--- config.mk ---
export PLATFORM = sky130hd
export DESIGN_NAME = wash_next_field
export DESIGN_NICKNAME = d
export VERILOG_FILES = /design/src/rtl/wash_seq_pkg.sv /design/src/rtl/wash_next_field.sv
export SDC_FILE = /design/constraint.sdc
export NUM_CORES = 1
export LEC_CHECK = 0
export BUFFER_PORTS_ARGS = -buffer_cell sky130_fd_sc_hd__buf_2
export CAP_MARGIN = 20
export CORE_UTILIZATION = 41
export DETAILED_ROUTE_END_ITERATION = 8
export GPL_TIMING_DRIVEN = 0
export PLACE_DENSITY = 0.78
export SLEW_MARGIN = 40
export SYNTH_ARGS = -nofsm -noshare
export SYNTH_HDL_FRONTEND = slang
export SYNTH_SLANG_ARGS = --single-unit
export TNS_END_PERCENT = 30
--- constraint.sdc ---
create_clock -name vclk -period 1.2
set_input_delay 0.12 -clock vclk [all_inputs]
set_output_delay 0.12 -clock vclk [all_outputs]
set_load 0.03 [all_outputs]
--- src/rtl/wash_seq_pkg.sv ---
// wash_seq_pkg: shared definitions for the washing-machine sequencer.
//   - state_t       : sequencer state encoding (IDLE, RUN, PAUSE, DONE)
//   - field_kind_t  : what an individual program field does (fill, agitate, drain, spin)
//   - FLD_*         : field index constants, 0 = first field executed
//   - *_MSB/*_LSB   : bit positions of each field inside the packed program word
//   - field_value   : extract one field, zero-extended to 4 bits
//   - field_kind    : map a field index to its kind
//   - program_total : sum of all eight fields (at most 72)
package wash_seq_pkg;

  localparam int PROG_W = 26;

  typedef enum logic [1:0] {
    ST_IDLE  = 2'd0,
    ST_RUN   = 2'd1,
    ST_PAUSE = 2'd2,
    ST_DONE  = 2'd3
  } state_t;

  typedef enum logic [1:0] {
    KIND_FILL    = 2'd0,
    KIND_AGITATE = 2'd1,
    KIND_DRAIN   = 2'd2,
    KIND_SPIN    = 2'd3
  } field_kind_t;

  localparam logic [2:0] FLD_FILL1  = 3'd0;
  localparam logic [2:0] FLD_WASH   = 3'd1;
  localparam logic [2:0] FLD_DRAIN1 = 3'd2;
  localparam logic [2:0] FLD_SPIN1  = 3'd3;
  localparam logic [2:0] FLD_FILL2  = 3'd4;
  localparam logic [2:0] FLD_RINSE  = 3'd5;
  localparam logic [2:0] FLD_DRAIN2 = 3'd6;
  localparam logic [2:0] FLD_SPIN2  = 3'd7;

  localparam int FILL1_MSB  = 25, FILL1_LSB  = 23;
  localparam int WASH_MSB   = 22, WASH_LSB   = 19;
  localparam int DRAIN1_MSB = 18, DRAIN1_LSB = 16;
  localparam int SPIN1_MSB  = 15, SPIN1_LSB  = 13;
  localparam int FILL2_MSB  = 12, FILL2_LSB  = 10;
  localparam int RINSE_MSB  = 9,  RINSE_LSB  = 6;
  localparam int DRAIN2_MSB = 5,  DRAIN2_LSB = 3;
  localparam int SPIN2_MSB  = 2,  SPIN2_LSB  = 0;

  // Wash and rinse are the only 4-bit fields; the others get a zero MSB.
  function automatic logic [3:0] field_value(input logic [PROG_W-1:0] prog,
                                             input logic [2:0] idx);
    logic [3:0] v;
    v = '0;
    case (idx)
      FLD_FILL1:  v = {1'b0, prog[FILL1_MSB:FILL1_LSB]};
      FLD_WASH:   v = prog[WASH_MSB:WASH_LSB];
      FLD_DRAIN1: v = {1'b0, prog[DRAIN1_MSB:DRAIN1_LSB]};
      FLD_SPIN1:  v = {1'b0, prog[SPIN1_MSB:SPIN1_LSB]};
      FLD_FILL2:  v = {1'b0, prog[FILL2_MSB:FILL2_LSB]};
      FLD_RINSE:  v = prog[RINSE_MSB:RINSE_LSB];
      FLD_DRAIN2: v = {1'b0, prog[DRAIN2_MSB:DRAIN2_LSB]};
      default:    v = {1'b0, prog[SPIN2_MSB:SPIN2_LSB]};
    endcase
    return v;
  endfunction

  function automatic field_kind_t field_kind(input logic [2:0] idx);
    field_kind_t k;
    case (idx)
      FLD_FILL1, FLD_FILL2:   k = KIND_FILL;
      FLD_WASH, FLD_RINSE:    k = KIND_AGITATE;
      FLD_DRAIN1, FLD_DRAIN2: k = KIND_DRAIN;
      default:                k = KIND_SPIN;
    endcase
    return k;
  endfunction

  // 6 x 7 + 2 x 15 = 72 fits in 7 bits.
  function automatic logic [6:0] program_total(input logic [PROG_W-1:0] prog);
    logic [6:0] s;
    s = '0;
    for (int i = 0; i < 8; i++) begin
      s = s + {3'b000, field_value(prog, 3'(i))};
    end
    return s;
  endfunction

endpackage

--- src/rtl/wash_next_field.sv ---
// wash_next_field: combinational search for the next nonzero program field.
// Ports:
//   prog       in  26  packed program word to search
//   from_start in  1   1 = search from the very first field (index "-1")
//   cur        in  3   current field index; only fields after it qualify
//   found      out 1   a qualifying nonzero field exists
//   idx        out 3   index of the first qualifying field
//   value      out 4   its zero-extended time
module wash_next_field
  import wash_seq_pkg::*;
(
  input  logic [PROG_W-1:0] prog,
  input  logic              from_start,
  input  logic [2:0]        cur,
  output logic              found,
  output logic [2:0]        idx,
  output logic [3:0]        value
);

  // Scanning downward lets the lowest qualifying index overwrite the others.
  always_comb begin
    found = 1'b0;
    idx   = '0;
    value = '0;
    for (int i = 7; i >= 0; i--) begin
      if ((from_start || (3'(i) > cur)) && (field_value(prog, 3'(i)) != 4'd0)) begin
        found = 1'b1;
        idx   = 3'(i);
        value = field_value(prog, 3'(i));
      end
    end
  end

endmodule

==> results of run 1 <==
[worst max-delay path, stage by stage]
cell and delay [ns]:
buf_6 0.09, or4_4 0.57, a221oi_4 0.32, a221oi_4 0.11
o221ai_4 0.18, buf_6 0.15
[report_power, final]
part	switching, W	total, W	internal, W	leakage (nW)
combinational	0.000238	0.000411	0.000173	0.377
sequential	0	0	0	0
clock	0	0	0	0
total	0.000238	0.000411	0.000173	0.377
[final cells by class]
class                      instances  area [um^2]  share of cell area
inverter                           3         11.3              0.0120
buffer                             3         23.8              0.0254
multi-input combinational         79          668               0.714
timing repair buffer              37          214               0.229
tap                               15         18.8              0.0201
[per-stage QoR]
stage | hold slack, ns | total power (W) | instance area (um^2) | instances
floorplan | 0.415 | 0.000227 | 616 | 85
global placement | 0.640 | 0.000340 | 815 | 136
detailed placement | 0.640 | 0.000347 | 815 | 136
CTS | 0.627 | 0.000382 | 890 | 136
global route | 0.647 | 0.000442 | 936 | 137
finish | 0.631 | 0.000411 | 936 | 137
[worst min-delay path by stage]
stage | startpoint | to | cells past startpoint
after floorplan | prog[24] | value[1] | 2
after global placement | prog[24] | value[1] | 4
after detailed placement | prog[24] | value[1] | 4
after CTS | prog[23] | value[0] | 4
after global routing | prog[23] | value[0] | 4
final | prog[23] | value[0] | 4
[metal layers]
metal  global-route usage  share of wire  vias up
met5                    0              0        -
met3               0.0114          0.042        2
met2                0.475           0.50       28
met1                0.397           0.45      403
met4               0.0172         0.0076        0
li1                     -              -      428
[layout by cell type, fill, tap and decap left out, types with 2 or more instances in the layout]
cell type | netlist | layout
a21o_1 | 3 | 3
a21oi_1 | 8 | 5
a21oi_2 | 0 | 3
a221oi_4 | 0 | 2
a32o_1 | 2 | 2
buf_2 | 0 | 30
buf_4 | 1 | 5
buf_6 | 1 | 4
inv_1 | 3 | 3
nand2_1 | 3 | 3
nand2b_1 | 2 | 2
nand4_1 | 2 | 2
nor2_1 | 8 | 8
nor3_1 | 4 | 2
nor3_2 | 0 | 2
o211ai_1 | 2 | 2
o21ai_0 | 8 | 7
o21ai_1 | 3 | 2
o21ai_2 | 3 | 3
o21ai_4 | 0 | 2
o31a_1 | 2 | 2
o31ai_2 | 0 | 2
o32ai_2 | 0 | 2
or4_4 | 2 | 2
[logic make-up (layout without fill, tap and decap cells)]
| family | count (synthesis) | count (layout) | synth area share |
|---|---|---|---|
| buffers and inverters | 6 | 43 | 0.0587 |
| AOI/OAI and AO/OA | 49 | 49 | 0.639 |
| and+or+nand+nor | 30 | 30 | 0.302 |
[what timing repair did]
| action | CTS | global route |
|---|---|---|
| gates resized for setup | 13 | 12 |
| setup endpoints to repair | 8 | 8 |
| hold buffers | 0 | 0 |
| buffers inserted | 0 | 1 |
| pin swaps | 2 | 3 |
==> summary.md, run 1 <==
| Metric | Value |
|---|---|
| I/O Buffers | `36` |
| Share of layout cells above drive strength 1 | `0.557` |
| Synth top area share | `0.0696` |
| Filler instances | `about 110` |
| Status | `finished with violations` |
| Grt total ovfl | `0` |
| Library cells used by synthesis | `40` |
| Setup CP Type | `in -> out` |
| FF/Latch Area | `0 um^2` |
| Seq_cells | `0` |
| DR vias | `approximately 860` |
| Mean Syn Cell Area | `roughly 6.8 um^2` |
| CLK BUF | `0` |
| Failing checks | `negative setup slack` |
| PwrDens | `about 440 mW/mm^2` |
| Area leader, netlist | `a21oi_1` |
| Total GRT Usage | `0.279` |
| CP Capture Point | `value[0]` |
| Static leakage | `0.377 nW` |
| Pre-CTS setup slack | `-0.625 ns` |
| Commonest cells in the netlist | `a21oi_1, nor2_1, o21ai_0, nor3_1` |
| Area grow syn2layout | `62.6%` |
| Core area | `~0.0013 mm^2` |
| Max FO, Critical Path | `3` |
| I/O pin count | `38` |
| Largest net degree at the start of global routing | `11` |
| Final Slew Violations | `0` |
| Setup TNS Final | `-3.16 ns` |
| Total wire length | `about 2.1 mm` |
| Vias in the first global route | `between 700 and 800` |
| Period minus WS final | `1.68 ns` |
| Initial Util | `0.442` |
| Maximum clock frequency | `596 MHz` |
| Setup crit start | `prog[8]` |
| Synth top area cells | `a21oi_1, o21ai_0, a221oi_2` |
| Row cnt | `13` |
| DRC Markers | `0` |
| 1st-iter DRT viols | `13` |
| Synth Net Count | `~120` |
| Worst Setup End Kind | `output pin` |
| Util after Layout | `0.719` |
| Vias per inst | `approximately 6.3` |
| Layout Nets | `between 150 and 200` |
| Final GP Congestion | `around 0.82` |
| Overall die height | `a little under 40 um` |
| First-pass GRT wire length | `approximately 3.1 mm` |
| Synthesized area | `between 500 and 600 um^2` |
| Max-cap violations | `0` |
| Final hold viol count | `0` |
| Die Width | `39.5 um` |
| VDD IR max | `219 uV` |
| Die area | `roughly 0.0016 mm^2` |
| DP HPWL | `between 1.5 and 2 mm` |
| DRT antenna net count | `0` |
| Crit share post-route | `1.40` |
| Initial antenna violation count | `0` |
| Slew HR | `0.688` |
| Worst Hold Class | `in -> out` |
| Register area share after synthesis | `0` |
| Yosys warnings | `0` |
| CP arrival | `around 1.6 ns` |
| Routed WL per cell | `15.3 um` |
| Setup ws final | `-0.477 ns` |
| Setup violations, final | `8` |
| Worst-Margin Slew | `approximately 0.47 ns` |
| Worst EP required | `1.08 ns` |
| Drt first pass iters | `4` |
| Critical Path Source Type | `primary input` |
| RSZ-0062 raised after global routing | `yes` |
| Gate Count Post-Synth | `85` |
| Number of inserted diodes | `0` |
No activity file was read; power rests on OpenSTA's default activity.
==> run 2: changes to the inputs <==
--- a/config.mk
+++ b/config.mk
@@ -7,10 +7,13 @@
 export LEC_CHECK = 0
 export BUFFER_PORTS_ARGS = -buffer_cell sky130_fd_sc_hd__buf_2
 export CAP_MARGIN = 20
-export CORE_UTILIZATION = 41
+export CELL_PAD_IN_SITES_DETAIL_PLACEMENT = 1
+export CELL_PAD_IN_SITES_GLOBAL_PLACEMENT = 2
+export CORE_ASPECT_RATIO = 0.75
+export CORE_UTILIZATION = 21
 export DETAILED_ROUTE_END_ITERATION = 8
 export GPL_TIMING_DRIVEN = 0
-export PLACE_DENSITY = 0.78
+export PLACE_DENSITY = 0.79
 export SLEW_MARGIN = 40
 export SYNTH_ARGS = -nofsm -noshare
 export SYNTH_HDL_FRONTEND = slang
==> constraint.sdc (replaced) <==
create_clock -name vclk -period 1.7
set_input_delay 0.17 -clock vclk [all_inputs]
set_output_delay 0.17 -clock vclk [all_outputs]
set_load 0.03 [all_outputs]
==> run 2 against run 1 <==
- the run still ends with negative setup slack left
- worst setup slack better by 0.40 ns
- critical path depth unchanged
- via count up 2.3%
- total power down 24%
==> summary.md, run 2 (synthesis gave the netlist of run 1 again) <==
| Metric | Value |
|---|---|
| Layout Nets | `157 (+1.9%)` |
| Die area | `0.00296 mm^2 (+90%)` |
| Worst EP required | `1.53 ns (+0.45 ns)` |
| Met1 usage | `0.249 (-0.148)` |
| Max-cap violations | `0 (unchanged)` |
| Overall die height | `47.3 um (+20%)` |
| Sequential share of power | `0 (unchanged)` |
| Routed WL per cell | `16.1 um (+5.3%)` |
| Commonest non-fill, non-tap cell in the layout | `buf_2` |
| Setup ws final | `-0.0728 ns (+0.405 ns)` |
| Vias in the first global route | `810 (+9.2%)` |
| DRC Markers | `0 (unchanged)` |
| CP arrival | `1.60 ns (+0.04 ns)` |
| CLK BUF | `0 (unchanged)` |
| Final hold viol count | `0 (unchanged)` |
| Initial Util | `0.221 (-0.221)` |
| Critical Path Source Type | `primary input` |
| Max FO, Critical Path | `3 (unchanged)` |
| Crit share post-route | `1.04` |
| Setup CP Type | `in -> out` |
| Number of inserted diodes | `0 (unchanged)` |
| I/O pin count | `38 (unchanged)` |
| Drt first pass iters | `4 (unchanged)` |
| VDD IR max | `98.0 uV (-55%)` |
| DP HPWL | `1.95 mm (+22%)` |
| Pint | `0.000133 W (-23%)` |
| Row cnt | `16 (+3)` |
| Initial antenna violation count | `0 (unchanged)` |
| Die Width | `62.5 um (+58%)` |
| Grt total ovfl | `0 (unchanged)` |
| Share of layout cells above drive strength 1 | `0.536 (-0.0214)` |
| Core area | `0.00260 mm^2 (+100%)` |
| Failing checks | `negative setup slack` |
| WHS | `0.704 ns (+0.0730 ns)` |
| DRT antenna net count | `0 (unchanged)` |
| First-pass GRT wire length | `4.04 mm (+29%)` |
| Met2 Resource Use GR | `0.304 (-0.171)` |
| Pwr Total | `0.000311 W (-24%)` |
| Setup violations, final | `5 (-3)` |
| Seq_cells | `0 (unchanged)` |
| Vias per inst | `5.47 (-13%)` |
| 1st-iter DRT viols | `29 (+16)` |
| Most frequent cells in the layout | `buf_2, buf_6, a21oi_1, nor2_1, o21ai_0` |
| Final GP Congestion | `0.853 (+4.3%)` |
| Comb power frac | `1.000 (about the same)` |
| GR peak layer | `met2` |
| Sw Share | `0.572 (-0.00760)` |
| Largest net degree at the start of global routing | `11 (unchanged)` |
| Worst Setup End Kind | `output pin` |
| Total wire length | `2.60 mm (+24%)` |
| Period minus WS final | `1.77 ns` |
| Worst Hold Class | `in -> out` |
| Status | `finished with violations` |
| PwrDens | `304 mW/mm^2 (-31%)` |
| Setup TNS Final | `-0.259 ns (+2.90 ns)` |
| Util after Layout | `0.393 (-0.326)` |
| I/O Buffers | `36 (unchanged)` |
| FF/Latch Area | `0 um^2 (unchanged)` |
| Static leakage | `0.414 nW (+9.8%)` |
| Worst-Margin Slew | `0.469 ns (+0.00399 ns)` |
| RSZ-0062 raised after global routing | `yes` |
| Final Slew Violations | `0 (unchanged)` |
| Met3 usage | `0.00971 (-0.00165)` |
| Area grow syn2layout | `77.8%` |
| Maximum clock frequency | `approximately 560 MHz` |
| Total GRT Usage | `0.172 (-0.107)` |
| CTS Hold Bufs | `0 (unchanged)` |
| Clock network power share | `0 (unchanged)` |
| Net Sw Power | `0.000178 W (-25%)` |
| Slew HR | `0.686 (-0.00225)` |
| DR vias | `881 (+2.3%)` |
==> run 2: cell types whose count changed in the layout (fill, tap and decap cells not counted), moves of 2 or more <==
cell     delta
a21oi_1     +3
a21oi_2     -3
buf_2       -4
buf_6       +6
nor3_2      -2
nor3_4      +2
o21ai_1     +2
o21ai_2     -2
o32ai_2     -2
o32ai_4     +2
==> run 2: worst max-delay path, cell delays in order <==
cell and delay (ns):
buf_6 0.09, or4_4 0.57, a221oi_4 0.33, a221oi_4 0.10, o221ai_2 0.18, buf_6 0.15
==> run 2: routing by layer <==
layer | share of wire | vias to the layer above
met4 | 0 | 0
met5 | 0 | -
met2 | 0.48 | 25
li1 | - | 428
met1 | 0.48 | 428
met3 | 0.039 | 0
==> run 2: area by class of cell <==
type	instances	area [um^2]
plain buffers	3	27.5
fillers	333	1580
inverters	3	11.3
multi-input cells	79	674
well taps	36	45.0
repair buffers	40	265
==> run 2: stage by stage <==
step	setup slack [ns]	cell area (um^2)	std cells
finish	-0.0728	1020	161
global route	-0.154	1020	161
CTS	-0.0875	912	157
detailed placement	-0.278	806	157
global placement	-0.215	806	157
floorplan	-0.0492	581	85
==> run 2: power by group through the flow <==
stage               clock, W  sequential (W)  combinational, W
finish                     0               0          0.000311
global route               0               0          0.000336
CTS                        0               0          0.000274
detailed placement         0               0          0.000240
global placement           0               0          0.000238
floorplan                  0               0          0.000149
==> run 2: repair_timing <==
action	CTS	global route
gates resized for setup	20	21
pin swaps	1	4
setup endpoints to repair	7	8
hold endpoints to repair	0	0
buffers inserted	0	4
==> run 2: final timing paths <==
check	to	from	depth (start not counted)
hold / removal	value[0]	prog[23]	4
setup / recovery	value[0]	prog[7]	6
==> run 3: changes to the inputs <==
--- a/config.mk
+++ b/config.mk
@@ -5,17 +5,18 @@
 export SDC_FILE = /design/constraint.sdc
 export NUM_CORES = 1
 export LEC_CHECK = 0
+export ABC_AREA = 1
 export BUFFER_PORTS_ARGS = -buffer_cell sky130_fd_sc_hd__buf_2
 export CAP_MARGIN = 20
 export CELL_PAD_IN_SITES_DETAIL_PLACEMENT = 1
 export CELL_PAD_IN_SITES_GLOBAL_PLACEMENT = 2
 export CORE_ASPECT_RATIO = 0.75
-export CORE_UTILIZATION = 21
+export CORE_UTILIZATION = 19
 export DETAILED_ROUTE_END_ITERATION = 8
 export GPL_TIMING_DRIVEN = 0
-export PLACE_DENSITY = 0.79
+export PLACE_DENSITY = 0.8
 export SLEW_MARGIN = 40
 export SYNTH_ARGS = -nofsm -noshare
 export SYNTH_HDL_FRONTEND = slang
 export SYNTH_SLANG_ARGS = --single-unit
-export TNS_END_PERCENT = 30
+export TNS_END_PERCENT = 5
==> run 3 against run 2 <==
- the run now ends clean
- cell count grew 26%
- synthesized area rose by 4.8%
- worst setup slack improved by 0.18 ns
- critical endpoint is now value[1]
- highest routed layer unchanged
==> summary.md, run 3 <==
| Metric | Value |
|---|---|
| Net Sw Power | `0.000163 W (-8.6%)` |
| Placed Cells | `203 (+29%)` |
| 1st-iter DRT viols | `26 (-10%)` |
| Cell Area, Placed | `841 um^2 (+4.3%)` |
| Final Slew Violations | `0 (unchanged)` |
| Final hold viol count | `0 (unchanged)` |
| Pint | `0.0000900 W (-33%)` |
| Setup CP Type | `in -> out` |
| Overall die height | `50.8 um (+7.3%)` |
| Period minus WS final | `1.59 ns (-0.185 ns)` |
| Yosys warnings | `0 (unchanged)` |
| Slew HR | `0.844 (+0.158)` |
| Comb power frac | `1.000 (about the same)` |
| Max-cap violations | `0 (unchanged)` |
| Share of layout cells above drive strength 1 | `0.364 (-0.172)` |
| VDD IR max | `119 uV (+21%)` |
| CLK BUF | `0 (unchanged)` |
| Maximum clock frequency | `630 MHz (+12%)` |
| Drt first pass iters | `3 (-1)` |
| Synth Net Count | `157 (+37%)` |
| Synthesized area | `603 um^2 (+4.8%)` |
| Commonest non-fill, non-tap cell in the layout | `nand2_1` |
| Seq_cells | `0 (unchanged)` |
| Worst EP required | `1.53 ns (about the same)` |
| Area leader, netlist | `nand2_1` |
| DR vias | `881 (unchanged)` |
| Vias in the first global route | `843 (+4.1%)` |
| Die Width | `67.1 um (+7.4%)` |
| I/O pin count | `38 (unchanged)` |
| Sw Share | `0.644 (+0.0721)` |
| Worst Setup End Kind | `output pin` |
| PwrDens | `297 mW/mm^2 (-2.4%)` |
| I/O Buffers | `38 (+5.6%)` |
| Core area | `0.00298 mm^2 (+14%)` |
| Status | `completed` |
| Synth top area share | `0.299 (+0.229)` |
| Layout Nets | `197 (+25%)` |
| Number of inserted diodes | `0 (unchanged)` |
| Setup TNS Final | `0 ns (+0.259 ns)` |
| Commonest cells in the netlist | `nand2_1, inv_1, nor2_1, inv_2` |
| Non-Filler Instances | `203 (+26%)` |
| DP HPWL | `1.95 mm (+0.13%)` |
| Synth top area cells | `nand2_1, inv_1, nor2_1` |
| Area of the multi-input gates | `518 um^2 (-23%)` |
| Top-count cell post-synth | `nand2_1` |
| Critical Path Source Type | `primary input` |
| Register area share after synthesis | `0 (unchanged)` |
| Finished Cell Area | `851 um^2 (-17%)` |
| Initial Util | `0.203 (-0.0186)` |
| FF/Latch Area | `0 um^2 (unchanged)` |
| Sequential share of power | `0 (unchanged)` |
| DRT antenna net count | `0 (unchanged)` |
| Vias per inst | `4.34 (-21%)` |
| CP arrival | `1.42 ns (-0.18 ns)` |
| Largest net degree at the start of global routing | `7 (-4)` |
| Crit share post-route | `0.934 (-0.109)` |
| Total wire length | `2.16 mm (-17%)` |
| Worst-Margin Slew | `0.233 ns (-0.236 ns)` |
| Initial antenna violation count | `0 (unchanged)` |
| DRC Markers | `0 (unchanged)` |
| Row cnt | `17 (+1)` |
| WHS | `0.693 ns (-0.0113 ns)` |
| First-pass GRT wire length | `3.53 mm (-13%)` |
| Most frequent cells in the layout | `nand2_1, buf_2, inv_1, nor2_1, inv_2` |
| Clock network power share | `0 (unchanged)` |
| Grt total ovfl | `0 (unchanged)` |
| Area grow syn2layout | `41.1%` |
| Setup violations, final | `0 (-5)` |
| Library cells used by synthesis | `24 (-40%)` |
| Mean Syn Cell Area | `4.75 um^2 (-30%)` |
| Die area | `0.00341 mm^2 (+15%)` |
| Max FO, Critical Path | `6 (+3)` |
| Gate Count Post-Synth | `127 (+49%)` |
| Filler instances | `446 (+34%)` |
| Total GRT Usage | `0.130 (-0.0427)` |
| Routed WL per cell | `10.6 um (-34%)` |
| RSZ-0062 raised after global routing | `no` |
| Static leakage | `0.512 nW (+24%)` |
| Final GP Congestion | `0.741 (-13%)` |
| Worst Hold Class | `in -> out` |
==> run 3: worst paths after layout <==
path	startpoint	to	slack, ns	cells after the start
setup / recovery	prog[10]	value[1]	0.11	12
hold / removal	prog[23]	value[0]	0.69	4
==> run 3: what timing repair did <==
| action | 4_1_cts | 5_1_grt |
|---|---|---|
| buffers inserted | 0 | 0 |
| hold endpoints to repair | 0 | 0 |
| hold buffers | 0 | 0 |
| gates resized for setup | 0 | 4 |
| setup endpoints to repair | 0 | 2 |
==> run 3: power groups by stage <==
| stage | Clock (W) | Combinational (W) | Sequential, W |
|---|---|---|---|
| 6_report | 0 | 0.000253 | 0 |
| 5_1_grt | 0 | 0.000283 | 0 |
| 4_1_cts | 0 | 0.000252 | 0 |
| 3_5_place_dp | 0 | 0.000251 | 0 |
| 3_3_place_gp | 0 | 0.000247 | 0 |
| 2_1_floorplan | 0 | 0.000160 | 0 |
==> run 3: cell type report <==
cell class	instances	area share
inverters	24	0.106
multi-input cells	103	0.609
well taps	38	0.0559
repair buffers	38	0.229
==> run 3: cell families (layout without fill, tap and decap cells) <==
logic type,count (synthesis),count (layout),synth area share
and+or+nand+nor,84,84,0.643
buffers and inverters,24,62,0.149
AOI/OAI and AO/OA,19,19,0.207
==> run 3: per-stage QoR <==
step	power, W	utilization	setup WS, ns
after floorplan	0.000160	-	0.0714
after global placement	0.000247	0.282	0.120
after detailed placement	0.000251	0.282	0.0621
after CTS	0.000252	0.282	0.0684
after global routing	0.000283	0.286	0.00733
final	0.000253	0.286	0.112
==> run 3: critical path, stage by stage <==
cell	delay [ns]
buf_2	0.10
or2_1	0.26
o21ai_4	0.21
nand2_2	0.09
clkinv_1	0.07
nand2_1	0.05
nand2_1	0.06
nand2_1	0.05
nand2_1	0.06
nand2_1	0.06
nand2_1	0.05
buf_2	0.19
==> run 3: per-layer routing <==
| metal | share of wire | track usage | vias up |
|---|---|---|---|
| met3 | 0.056 | 0.00909 | 0 |
| met2 | 0.43 | 0.218 | 23 |
| met5 | 0 | 0 | - |
| li1 | - | - | 473 |
| met4 | 0 | 0 | 0 |
| met1 | 0.51 | 0.188 | 385 |
